## src/rtl/serial_adder_pkg.sv

```systemverilog
// Shared state encoding for the bit-serial adder.
package serial_adder_pkg;
  localparam logic [1:0] ST_IDLE = 2'd0;
  localparam logic [1:0] ST_RUN  = 2'd1;
  localparam logic [1:0] ST_DONE = 2'd2;
endpackage

```

## src/rtl/serial_adder_if.sv

```systemverilog
// Operand/result handshake bundle for serial_adder.
interface serial_adder_if #(parameter int WIDTH = 4);
  logic             in_valid;
  logic             in_ready;
  logic [WIDTH-1:0] a;
  logic [WIDTH-1:0] b;
  logic             cin;
  logic             out_valid;
  logic             out_ready;
  logic [WIDTH-1:0] sum;
  logic             cout;
  logic             busy;

  modport master (
    output in_valid, a, b, cin, out_ready,
    input  in_ready, out_valid, sum, cout, busy
  );

  modport slave (
    input  in_valid, a, b, cin, out_ready,
    output in_ready, out_valid, sum, cout, busy
  );
endinterface

```

## src/rtl/half_adder.sv

```systemverilog
// One-bit half adder.
module half_adder (
  input  logic a,
  input  logic b,
  output logic sum,
  output logic carry
);
  assign sum   = a ^ b;
  assign carry = a & b;
endmodule

```

## src/rtl/serial_adder_full_adder.sv

```systemverilog
// One-bit full adder composed of two half adders and an OR of their carries.
module full_adder (
  input  logic a,
  input  logic b,
  input  logic cin,
  output logic sum,
  output logic carry
);
  logic s0_s;
  logic c0_s;
  logic c1_s;

  half_adder u_ha0 (.a(a),    .b(b),   .sum(s0_s), .carry(c0_s));
  half_adder u_ha1 (.a(s0_s), .b(cin), .sum(sum),  .carry(c1_s));

  assign carry = c0_s | c1_s;
endmodule

```

## src/rtl/serial_adder.sv

```systemverilog
// Bit-serial WIDTH-bit adder: LSB-first, one bit per clock, with input and
// output valid/ready handshakes.
module serial_adder
  import serial_adder_pkg::*;
#(
  parameter int WIDTH = 4
) (
  input logic           clk,
  input logic           rst,
  serial_adder_if.slave bus
);
  localparam int              CW   = $clog2(WIDTH + 1);
  localparam logic [CW-1:0]   LAST = CW'(WIDTH - 1);

  typedef enum logic [1:0] {
    IDLE = ST_IDLE,
    RUN  = ST_RUN,
    DONE = ST_DONE
  } state_t;

  state_t           state_r;
  state_t           state_s;
  logic [WIDTH-1:0] a_r;
  logic [WIDTH-1:0] b_r;
  logic [WIDTH-1:0] sum_r;
  logic [WIDTH-1:0] sum_shift_s;
  logic             carry_r;
  logic             cout_r;
  logic [CW-1:0]    cnt_r;
  logic             in_ready_r;
  logic             out_valid_r;
  logic             busy_r;
  logic             fa_sum_s;
  logic             fa_carry_s;

  full_adder u_fa (
    .a    (a_r[0]),
    .b    (b_r[0]),
    .cin  (carry_r),
    .sum  (fa_sum_s),
    .carry(fa_carry_s)
  );

  // Next-state decode and the sum shift with the new bit entering at the MSB.
  always_comb begin
    state_s     = state_r;
    sum_shift_s = sum_r >> 1;
    sum_shift_s[WIDTH-1] = fa_sum_s;
    case (state_r)
      IDLE: begin
        if (bus.in_valid) state_s = RUN;
        else              state_s = IDLE;
      end
      RUN: begin
        if (cnt_r == LAST) state_s = DONE;
        else               state_s = RUN;
      end
      DONE: begin
        if (bus.out_ready) state_s = IDLE;
        else               state_s = DONE;
      end
      default: state_s = IDLE;
    endcase
  end

  // State register, datapath and registered handshake flags; reset wins everywhere.
  always_ff @(posedge clk) begin
    if (rst) begin
      state_r     <= IDLE;
      a_r         <= '0;
      b_r         <= '0;
      sum_r       <= '0;
      carry_r     <= 1'b0;
      cout_r      <= 1'b0;
      cnt_r       <= '0;
      in_ready_r  <= 1'b1;
      out_valid_r <= 1'b0;
      busy_r      <= 1'b0;
    end else begin
      state_r     <= state_s;
      in_ready_r  <= (state_s == IDLE);
      out_valid_r <= (state_s == DONE);
      busy_r      <= (state_s != IDLE);
      case (state_r)
        IDLE: begin
          if (bus.in_valid) begin
            a_r     <= bus.a;
            b_r     <= bus.b;
            carry_r <= bus.cin;
            cnt_r   <= '0;
          end
        end
        RUN: begin
          a_r     <= a_r >> 1;
          b_r     <= b_r >> 1;
          carry_r <= fa_carry_s;
          sum_r   <= sum_shift_s;
          cnt_r   <= cnt_r + CW'(1);
          if (cnt_r == LAST) cout_r <= fa_carry_s;
        end
        default: begin
        end
      endcase
    end
  end

  assign bus.in_ready  = in_ready_r;
  assign bus.out_valid = out_valid_r;
  assign bus.busy      = busy_r;
  assign bus.sum       = sum_r;
  assign bus.cout      = cout_r;
endmodule

```

## src/flat_wrapper.sv

```systemverilog
// flat-port wrapper written by rule: the top's interface ports become plain ports
module serial_adder_flat import serial_adder_pkg::*;
#(
  parameter int WIDTH = 4
)
  (clk, rst, bus_in_valid, bus_a, bus_b, bus_cin, bus_out_ready, bus_in_ready, bus_out_valid, bus_sum, bus_cout, bus_busy);
  serial_adder_if #(.WIDTH(WIDTH)) bus_i ();
  input logic clk;
  input logic rst;
  input wire logic [$bits(bus_i.in_valid)-1:0] bus_in_valid;
  input wire logic [$bits(bus_i.a)-1:0] bus_a;
  input wire logic [$bits(bus_i.b)-1:0] bus_b;
  input wire logic [$bits(bus_i.cin)-1:0] bus_cin;
  input wire logic [$bits(bus_i.out_ready)-1:0] bus_out_ready;
  output wire logic [$bits(bus_i.in_ready)-1:0] bus_in_ready;
  output wire logic [$bits(bus_i.out_valid)-1:0] bus_out_valid;
  output wire logic [$bits(bus_i.sum)-1:0] bus_sum;
  output wire logic [$bits(bus_i.cout)-1:0] bus_cout;
  output wire logic [$bits(bus_i.busy)-1:0] bus_busy;
  assign bus_i.in_valid = bus_in_valid;
  assign bus_i.a = bus_a;
  assign bus_i.b = bus_b;
  assign bus_i.cin = bus_cin;
  assign bus_i.out_ready = bus_out_ready;
  assign bus_in_ready = bus_i.in_ready;
  assign bus_out_valid = bus_i.out_valid;
  assign bus_sum = bus_i.sum;
  assign bus_cout = bus_i.cout;
  assign bus_busy = bus_i.busy;
  serial_adder #(.WIDTH(WIDTH)) u_core (.clk(clk), .rst(rst), .bus(bus_i));
endmodule
```

## config.mk

```make
export PLATFORM = sky130hd
export DESIGN_NAME = serial_adder_flat
export DESIGN_NICKNAME = d
export VERILOG_FILES = /design/src/rtl/serial_adder_pkg.sv /design/src/rtl/serial_adder_if.sv /design/src/rtl/half_adder.sv /design/src/rtl/serial_adder_full_adder.sv /design/src/rtl/serial_adder.sv /design/src/flat_wrapper.sv
export SDC_FILE = /design/constraint.sdc
export NUM_CORES = 1
export LEC_CHECK = 0
export CAP_MARGIN = 40
export CORE_UTILIZATION = 45
export DETAILED_ROUTE_END_ITERATION = 7
export GPL_ROUTABILITY_DRIVEN = 0
export PLACE_DENSITY = 0.78
export SLEW_MARGIN = 30
export SYNTH_ARGS = -nofsm -noshare
export SYNTH_HDL_FRONTEND = slang
export SYNTH_SLANG_ARGS = --single-unit
```

## constraint.sdc

```tcl
create_clock -name clk -period 3.56 [get_ports clk]
set_input_delay 0.712 -clock clk [delete_from_list [all_inputs] [get_ports clk]]
set_output_delay 0.712 -clock clk [all_outputs]
set_load 0.1 [all_outputs]
```

==> qor.yml, run 1 <==
outcome: "complete, no violations"
min_period_over_period: 0.599
worst_ep_required_time_ns: 2.85
post_cts_buffers: 0
grt.total_usage: 0.189
leakage_nw: 0.479
final_cell_mix: "22 x dfxtp_1, 20 x clkdlybuf4s50_1, 13 x nor2_1"
drtIter0Drc: 10
finalSetupTns_ns: 0
vias_per_cell: 5.01
antenna_found_initial: 0
grt_overflow_total: 0
ys_warn_count: 0
vdd_drop_max_mv: 0.240
fillers: 136
finClkSkew_ns: 0.00529
final_common_cell: "dfxtp_1"
n_antenna_cell: 0
fmax_ghz: 0.469
syn_area_sq_um: 888
hold_path.class: "reg -> reg"
critPathLaunchType: "register"
synth_cell_types: 23
placed_area_sq_um: 1220
p_total_w: 0.000509
dieArea_sq_um: 2160
hold_viol: 0
nNetsFinal: 135
ioPinCount: 21
core_area_sq_um: 1780
grt_pass1_wl_microns: 2850
clock_path_buffers: 2
grt_start_max_net_pins: 21
numCtsBuffers: 3
worstMarginPinSlew_ns: 0.726
grt_pass1_vias: 675
core.rowCount: 15
cts_tree: "built"
cts_root_buf: "clkbuf_4"
ant_nets: 0
dp_hpwl_microns: 1320
die_w_microns: 46.4
ys_seq_area_frac: 0.496
port_buffers: 20
vias: 716
slew-limit-headroom: 0.515
p_per_area_nw_per_um2: 406
slew_viol_final: 0
clock_sinks: 22
setup_viol: 0
cts.clk_slew.worst_paths_ns: 0.12
post-route-drc-count: 0
die_height_microns: 46.4
start_util: 0.498
cts-resized-gates: 0
drt_pre_antenna_iters: 4
cp.arrival_ns: 1.42
holdWs_ns: 0.488
wire_per_inst_microns: 12.5
drv_cap: 0
drive_above_1_share: 0.136
crit_path_end_kind: "output port"
syn_avg_cell_area_sq_um: 9.87
stdcell_area_sq_um: 1250
critPathKind: "reg -> out"
htreeDepth: 1
clk_latency_ns: 0.30
worstPathMaxFanout: 3
period_minus_slack_ns: 2.13
synthToLayoutAreaGrowth_pct: 41.1
synthCells: 90
ys_seq_elements: 22
syn_nets: 106
holdBufCountCts: 0
wl_microns: 1780
rsz0062_at_grt: "no"
## final cells by class
| cell class | instances | area (sq um) | area share |
|---|---|---|---|
| clock buffers | 4 | 36.3 | 0.0289 |
| inverters | 1 | 3.75 | 0.00299 |
| multi-input cells | 63 | 422 | 0.336 |
| flip-flops and latches | 22 | 440 | 0.351 |
| well taps | 25 | 31.3 | 0.0250 |
| repair buffers | 28 | 320 | 0.255 |
## kinds of logic after synthesis
group           Yosys count  share of synthesized area
mux                       8                     0.0901
fa+ha+maj                 3                     0.0507
flops                    22                      0.496
simple gates             31                      0.163
buf+inv                   5                     0.0296
compound gates           21                      0.170
## worst max-delay path: stages (launching register included)
cell and delay [ns]:
dfxtp_1 0.39, clkdlybuf4s50_1 0.53, buf_8 0.20
## flip-flops by register name, indices dropped and copies added, names as in the netlist
signal / flops
u_core.a_r: 4
u_core.b_r: 4
u_core.state_r: 2
u_core.bus.cout: 1
u_core.cnt_r: 3
u_core.carry_r: 1
u_core.bus.out_valid: 1
u_core.bus.in_ready: 1
u_core.bus.sum: 4
u_core.bus.busy: 1
## per-stage QoR
stage / setup WS (ns) / std cells / util
after global routing: 1.37 / 143 / 0.703
after CTS: 1.42 / 143 / 0.703
final: 1.43 / 143 / 0.703
after detailed placement: 1.38 / 139 / 0.683
after floorplan: 1.91 / 90 / -
after global placement: 1.39 / 131 / 0.615
## cell usage after synthesis
library cell | instances | share of area
mux2i_1 | 8 | 0.090
a21oi_2 | 1 | 0.0099
a21oi_1 | 6 | 0.034
buf_4 | 2 | 0.017
ha_1 | 2 | 0.028
nand3_1 | 1 | 0.0056
or2_1 | 1 | 0.0070
nand2b_1 | 3 | 0.021
nand3b_1 | 1 | 0.0085
a211oi_1 | 8 | 0.068
nor2_1 | 13 | 0.055
nand2_1 | 9 | 0.038
o21ba_2 | 1 | 0.011
dfxtp_1 | 22 | 0.50
and2b_2 | 1 | 0.0099
a2bb2oi_1 | 1 | 0.0099
nor3b_1 | 1 | 0.0085
fa_1 | 1 | 0.023
clkbuf_1 | 2 | 0.0085
o21bai_2 | 1 | 0.013
a22oi_1 | 3 | 0.025
inv_1 | 1 | 0.0042
or3b_1 | 1 | 0.0099
## path summary, 6_finish.rpt
path / slack [ns] / cells after the start / from / endpoint
setup reg to reg: 2.01 / 3 / u_core.state_r[0] / u_core.a_r[2]
hold / removal: 0.49 / 2 / u_core.bus.sum[1] / u_core.bus.sum[1]
hold reg to reg: 0.49 / 2 / u_core.bus.sum[1] / u_core.bus.sum[1]
setup / recovery: 1.43 / 2 / u_core.bus.sum[3] / bus_sum[3]
## layer usage
metal,vias to the layer above,share of wire,track usage
li1,370,-,-
met1,332,0.44,0.212
met2,12,0.53,0.353
met3,2,0.026,0.0353
met4,0,0.0073,0.0529
met5,-,0,0
## where the power goes
part,total [W],switching [W],internal [W]
logic,0.000101,0.0000549,0.0000462
registers,0.000274,0.0000133,0.000261
clock network,0.000134,0.0000722,0.0000623
Power figures use the tool's default switching activity.
==> run 2: changes to the inputs <==
--- a/config.mk
+++ b/config.mk
@@ -6,10 +6,10 @@
 export NUM_CORES = 1
 export LEC_CHECK = 0
 export CAP_MARGIN = 40
-export CORE_UTILIZATION = 45
+export CORE_UTILIZATION = 42
 export DETAILED_ROUTE_END_ITERATION = 7
 export GPL_ROUTABILITY_DRIVEN = 0
-export PLACE_DENSITY = 0.78
+export PLACE_DENSITY = 0.77
 export SLEW_MARGIN = 30
 export SYNTH_ARGS = -nofsm -noshare
 export SYNTH_HDL_FRONTEND = slang
==> constraint.sdc (replaced) <==
create_clock -name clk -period 1.9 [get_ports clk]
set_input_delay 0.38 -clock clk [delete_from_list [all_inputs] [get_ports clk]]
set_output_delay 0.38 -clock clk [all_outputs]
set_load 0.1 [all_outputs]
==> run 2 against run 1 <==
Effect of this change:
- clock power increased by 48%
- sequential power grew 86%
- design area fell by 8.9%
- non-clock buffer count is 6 lower
- register-to-register slack lost 1.5 ns
- die area rose by 6.8%
- routed wire length decreased by 9.6%
- critical path depth is 1 higher
- via count shrank 2.0%
- combinational power grew 76%
- count of clock-buffer cells in the layout decreased by 1
- core utilization decreased by 13 points
- highest routed layer is now met3
==> qor.yml, run 2 (synthesis gave the netlist of run 1 again) <==
drive_above_1_share: 0.153
route.met2.wl_microns: 804
clock_path_buffers: 2
pwr-share-seq: 0.576
slew-limit-headroom: 0.694
critPathKind: "reg -> reg"
vias: 702
slowest_delay_ns: 0.62
die_height_microns: 48.0
worst_ep_required_time_ns: 2.11
n_antenna_cell: 0
fmax_ghz: 0.705
drtIter0Drc: 16
slew_viol_final: 0
htreeDepth: 1
slowest_stage: "dfxtp_1"
core.rowCount: 16
stdcell_area_sq_um: 1140
die_w_microns: 48.0
antenna_found_initial: 0
clock_sinks: 22
rsz0062_at_grt: "no"
finClkSkew_ns: 0.00520
ant_nets: 0
cts-resized-gates: 0
holdBufCountCts: 0
critPathLaunchType: "register"
cts_tree: "built"
synthToLayoutAreaGrowth_pct: 28.6
worstMarginPinSlew_ns: 0.458
clk_latency_ns: 0.29
outcome: "complete, no violations"
final_common_cell: "dfxtp_1"
vdd_drop_max_mv: 0.425
wl_microns: 1610
core_area_sq_um: 1980
grt_start_max_net_pins: 15
setup_viol: 0
crit_path_end_kind: "register"
post_cts_buffers: 0
wire_per_inst_microns: 11.7
vias_per_cell: 5.09
final_cell_mix: "22 x dfxtp_1, 13 x nor2_1, 12 x clkdlybuf4s50_1"
start_util: 0.448
worstPathMaxFanout: 14
p_total_w: 0.000887
dr_wl_met3_microns: 55
drv_cap: 0
cell_internal_pwr_w: 0.000638
finalSetupTns_ns: 0
period_minus_slack_ns: 1.42
min_period_over_period: 0.746
finalNonFillerCells: 138
post-route-drc-count: 0
wl_met1_microns: 752
power_frac_comb: 0.200
sw_frac_of_total: 0.280
placed_area_sq_um: 1120
finish.utilization: 0.576
cp.arrival_ns: 1.63
nNetsFinal: 129
numCtsBuffers: 3
drt_pre_antenna_iters: 4
cts.clk_slew.worst_paths_ns: 0.11
crit_chain: "o21ba_2, nor2_1, a211oi_1"
p_sw_w: 0.000249
hold_viol: 0
hold_path.class: "reg -> reg"
dp.cells: 135
grt_overflow_total: 0
p_clk_frac: 0.224
top_layer: "met3"
p_per_area_nw_per_um2: 776
grt.total_usage: 0.151
leakage_nw: 0.443
grt_pass1_wl_microns: 2390
port_buffers: 20
dp_hpwl_microns: 1210
dieArea_sq_um: 2300
cts_root_buf: "clkbuf_4"
ioPinCount: 21
grt_pass1_vias: 593
run 2: cell types whose count changed in the layout (fill, tap and decap cells not counted), sizes merged:
cell,delta
clkdlybuf4s50,-8
clkbuf,-1
buf,+2
run 2: layout make-up:
| type | count | area (sq um) |
|---|---|---|
| multi-input combinational | 63 | 422 |
| sequential | 22 | 440 |
| timing repair buffer | 22 | 220 |
| fill | 178 | 840 |
| inverter | 1 | 3.75 |
| clock buffer | 3 | 22.5 |
| tap | 27 | 33.8 |
run 2: final timing paths:
kind         cells after the start           endpoint  slack, ns              start
max reg2reg                      3      u_core.a_r[0]       0.48  u_core.state_r[0]
min reg2reg                      2  u_core.bus.sum[0]       0.46  u_core.bus.sum[0]
max                              3      u_core.a_r[0]       0.48  u_core.state_r[0]
min                              2  u_core.bus.sum[0]       0.46  u_core.bus.sum[0]
run 2: critical path: cells and delay by family (launching register included):
kind	cells	cell delay (ns)
AOI/OAI and AO/OA	2	0.63
DFF	1	0.62
and+or+nand+nor	1	0.07
run 2: power groups by stage:
stage	combinational [W]	clock, W	sequential (W)
final	0.000178	0.000198	0.000511
after floorplan	0.0000779	0	0.000560
after global placement	0.000175	0	0.000521
after detailed placement	0.000179	0	0.000522
after global routing	0.000193	0.000223	0.000515
after CTS	0.000179	0.000203	0.000511
run 2: per-stage QoR:
| stage | setup WS, ns | hold WS [ns] |
|---|---|---|
| after floorplan | 0.580 | 0.456 |
| after global placement | 0.338 | 0.446 |
| after detailed placement | 0.233 | 0.452 |
| after CTS | 0.491 | 0.467 |
| after global routing | 0.367 | 0.490 |
| final | 0.483 | 0.463 |
run 2: per-layer routing:
| layer | up-vias | GRT usage |
|---|---|---|
| met3 | 0 | 0.0340 |
| met2 | 19 | 0.254 |
| li1 | 359 | - |
| met1 | 324 | 0.190 |
| met4 | 0 | 0.0500 |
| met5 | - | 0 |
==> run 3: changes to the inputs <==
==> constraint.sdc (replaced) <==
create_clock -name clk -period 1.1 [get_ports clk]
set_input_delay 0.22 -clock clk [delete_from_list [all_inputs] [get_ports clk]]
set_output_delay 0.22 -clock clk [all_outputs]
set_load 0.1 [all_outputs]
==> run 3 against run 2 <==
Effect of this change:
- the run now ends with setup timing left
- worst setup slack lost 0.58 ns
- global-route usage grew 3.1 points
- critical path depth grew 2
- sequential share of layout area shrank 6.1 points
- die area is the same
- count of clock-buffer cells in the layout grew 1
- core utilization grew 15 points
- first-iteration DRC count shrank 44%
==> qor.yml, run 3 (synthesis gave the netlist of run 1 again) <==
ioPinCount: 21
die_w_microns: 48.0
drtIter0Drc: 9
grt.total_usage: 0.182
r2r_slack_ns: -0.1
grt_start_max_net_pins: 15
drv_cap: 0
cp.arrival_ns: 1.40
worstRegToRegCells: 5
fmax_ghz: 0.835
setup_viol: 6
numCtsBuffers: 3
r2r-start: "u_core.cnt_r[0]"
wl_microns: 2010
final_cell_mix: "13 x nor2_1, 12 x clkdlybuf4s50_1, 10 x dfxtp_1"
period_minus_slack_ns: 1.20
vias_per_cell: 5.12
cp-endpoint: "u_core.bus.in_ready"
clk_latency_ns: 0.30
clock_path_buffers: 2
slowest_stage: "dfxtp_2"
critPathKind: "reg -> reg"
cts_root_buf: "clkbuf_4"
final.setup.worst_slack_ns: -0.0977
p_per_area_nw_per_um2: 1200
drive_above_1_share: 0.434
p_total_w: 0.00172
core_area_sq_um: 1980
grt_overflow_total: 0
holdCritStartpoint: "u_core.bus.sum[0]"
clock_sinks: 22
critPathTopFamily: "flip-flops"
dieArea_sq_um: 2300
post-route-drc-count: 0
start_util: 0.448
slowest_delay_ns: 0.35
outcome: "complete, but fails checks"
synthToLayoutAreaGrowth_pct: 61.3
crit_chain: "ha_4, ha_4, nand2b_4, a211oi_4, nor2_1"
violations: "setup timing"
n_antenna_cell: 0
critPathBufInv: 0
dp_worst_setup_slack_ns: -0.315
worstPathMaxFanout: 3
htreeDepth: 1
fillers: 138
cts.clk_slew.worst_paths_ns: 0.11
stdcell_area_sq_um: 1430
cts_tree: "built"
nNetsFinal: 139
wire_per_inst_microns: 13.5
hold_path.class: "reg -> reg"
vdd_drop_max_mv: 0.882
crit_path_frequent_cell: "ha_4"
vias: 763
startpoint: "u_core.cnt_r[0]"
ant_nets: 0
port_buffers: 20
rr_endpoint: "u_core.bus.in_ready"
dp_hpwl_microns: 1360
final_common_cell: "nor2_1"
slew-limit-headroom: 0.832
rsz0062_at_grt: "yes"
grt_pass1_wl_microns: 2860
grt_pass1_vias: 678
critPathLaunchType: "register"
crit_path_end_kind: "register"
finClkSkew_ns: 0.00216
drt_pre_antenna_iters: 3
antenna_found_initial: 0
min_period_over_period: 1.09
worst_ep_required_time_ns: 1.30
leakage_nw: 0.536
worstMarginPinSlew_ns: 0.251
slew_viol_final: 0
critical_path_depth: 5
placed_area_sq_um: 1300
core.rowCount: 16
die_height_microns: 48.0
hold_viol: 0
[run 3: changes by cell type in the layout (fill, tap and decap cells not counted), sizes merged]
cell,before,now
buf,10,19
clkbuf,3,4
o21ba,1,2
[run 3: power by group]
group          internal, W  switching (W)  total (W)
clock network     0.000202       0.000231   0.000433
logic             0.000196       0.000213   0.000409
registers         0.000840      0.0000416   0.000882
total              0.00124       0.000486    0.00172
[run 3: repair_timing]
action	4_1_cts	5_1_grt
resized for setup	10	12
hold buffers	0	0
buffers inserted	0	2
gates cloned	0	1
endpoints found under the setup margin	24	24
pin swaps	2	5
[run 3: worst min path at each step]
stage | cells past startpoint | endpoint
final | 2 | u_core.bus.sum[0]
after global routing | 2 | u_core.bus.sum[0]
after CTS | 2 | u_core.bus.sum[0]
after detailed placement | 2 | u_core.bus.sum[0]
after global placement | 2 | u_core.bus.sum[0]
after floorplan | 1 | u_core.state_r[0]
[run 3: routing by layer]
metal | GRT usage | up-vias | share of wire
met3 | 0.0340 | 4 | 0.019
li1 | - | 386 | -
met2 | 0.316 | 14 | 0.55
met4 | 0.100 | 0 | 0.015
met1 | 0.209 | 359 | 0.42
met5 | 0 | - | 0
[run 3: metrics by stage]
stage	instances	utilization	TNS [ns]	hold WS [ns]
after floorplan	90	-	-0.115	0.295
after global placement	142	0.654	-4.00	0.465
after detailed placement	142	0.654	-4.53	0.466
after CTS	146	0.689	-0.330	0.483
after global routing	149	0.723	-0.749	0.509
final	149	0.723	-0.316	0.481
[run 3: area by class of cell]
cell class | count | area [sq um] | area share
tap | 27 | 33.8 | 0.0236
multi-input combinational | 64 | 523 | 0.365
timing repair buffer | 31 | 370 | 0.259
sequential | 22 | 465 | 0.325
inverter | 1 | 3.75 | 0.00262
clock buffer | 4 | 36.3 | 0.0253
[run 3: worst register-to-register path, delay by kind of cell, from the launching register on]
family,cells,cell delay (ns)
flops,1,0.35
compound gates,1,0.22
simple gates,2,0.21
fa+ha+maj,2,0.32
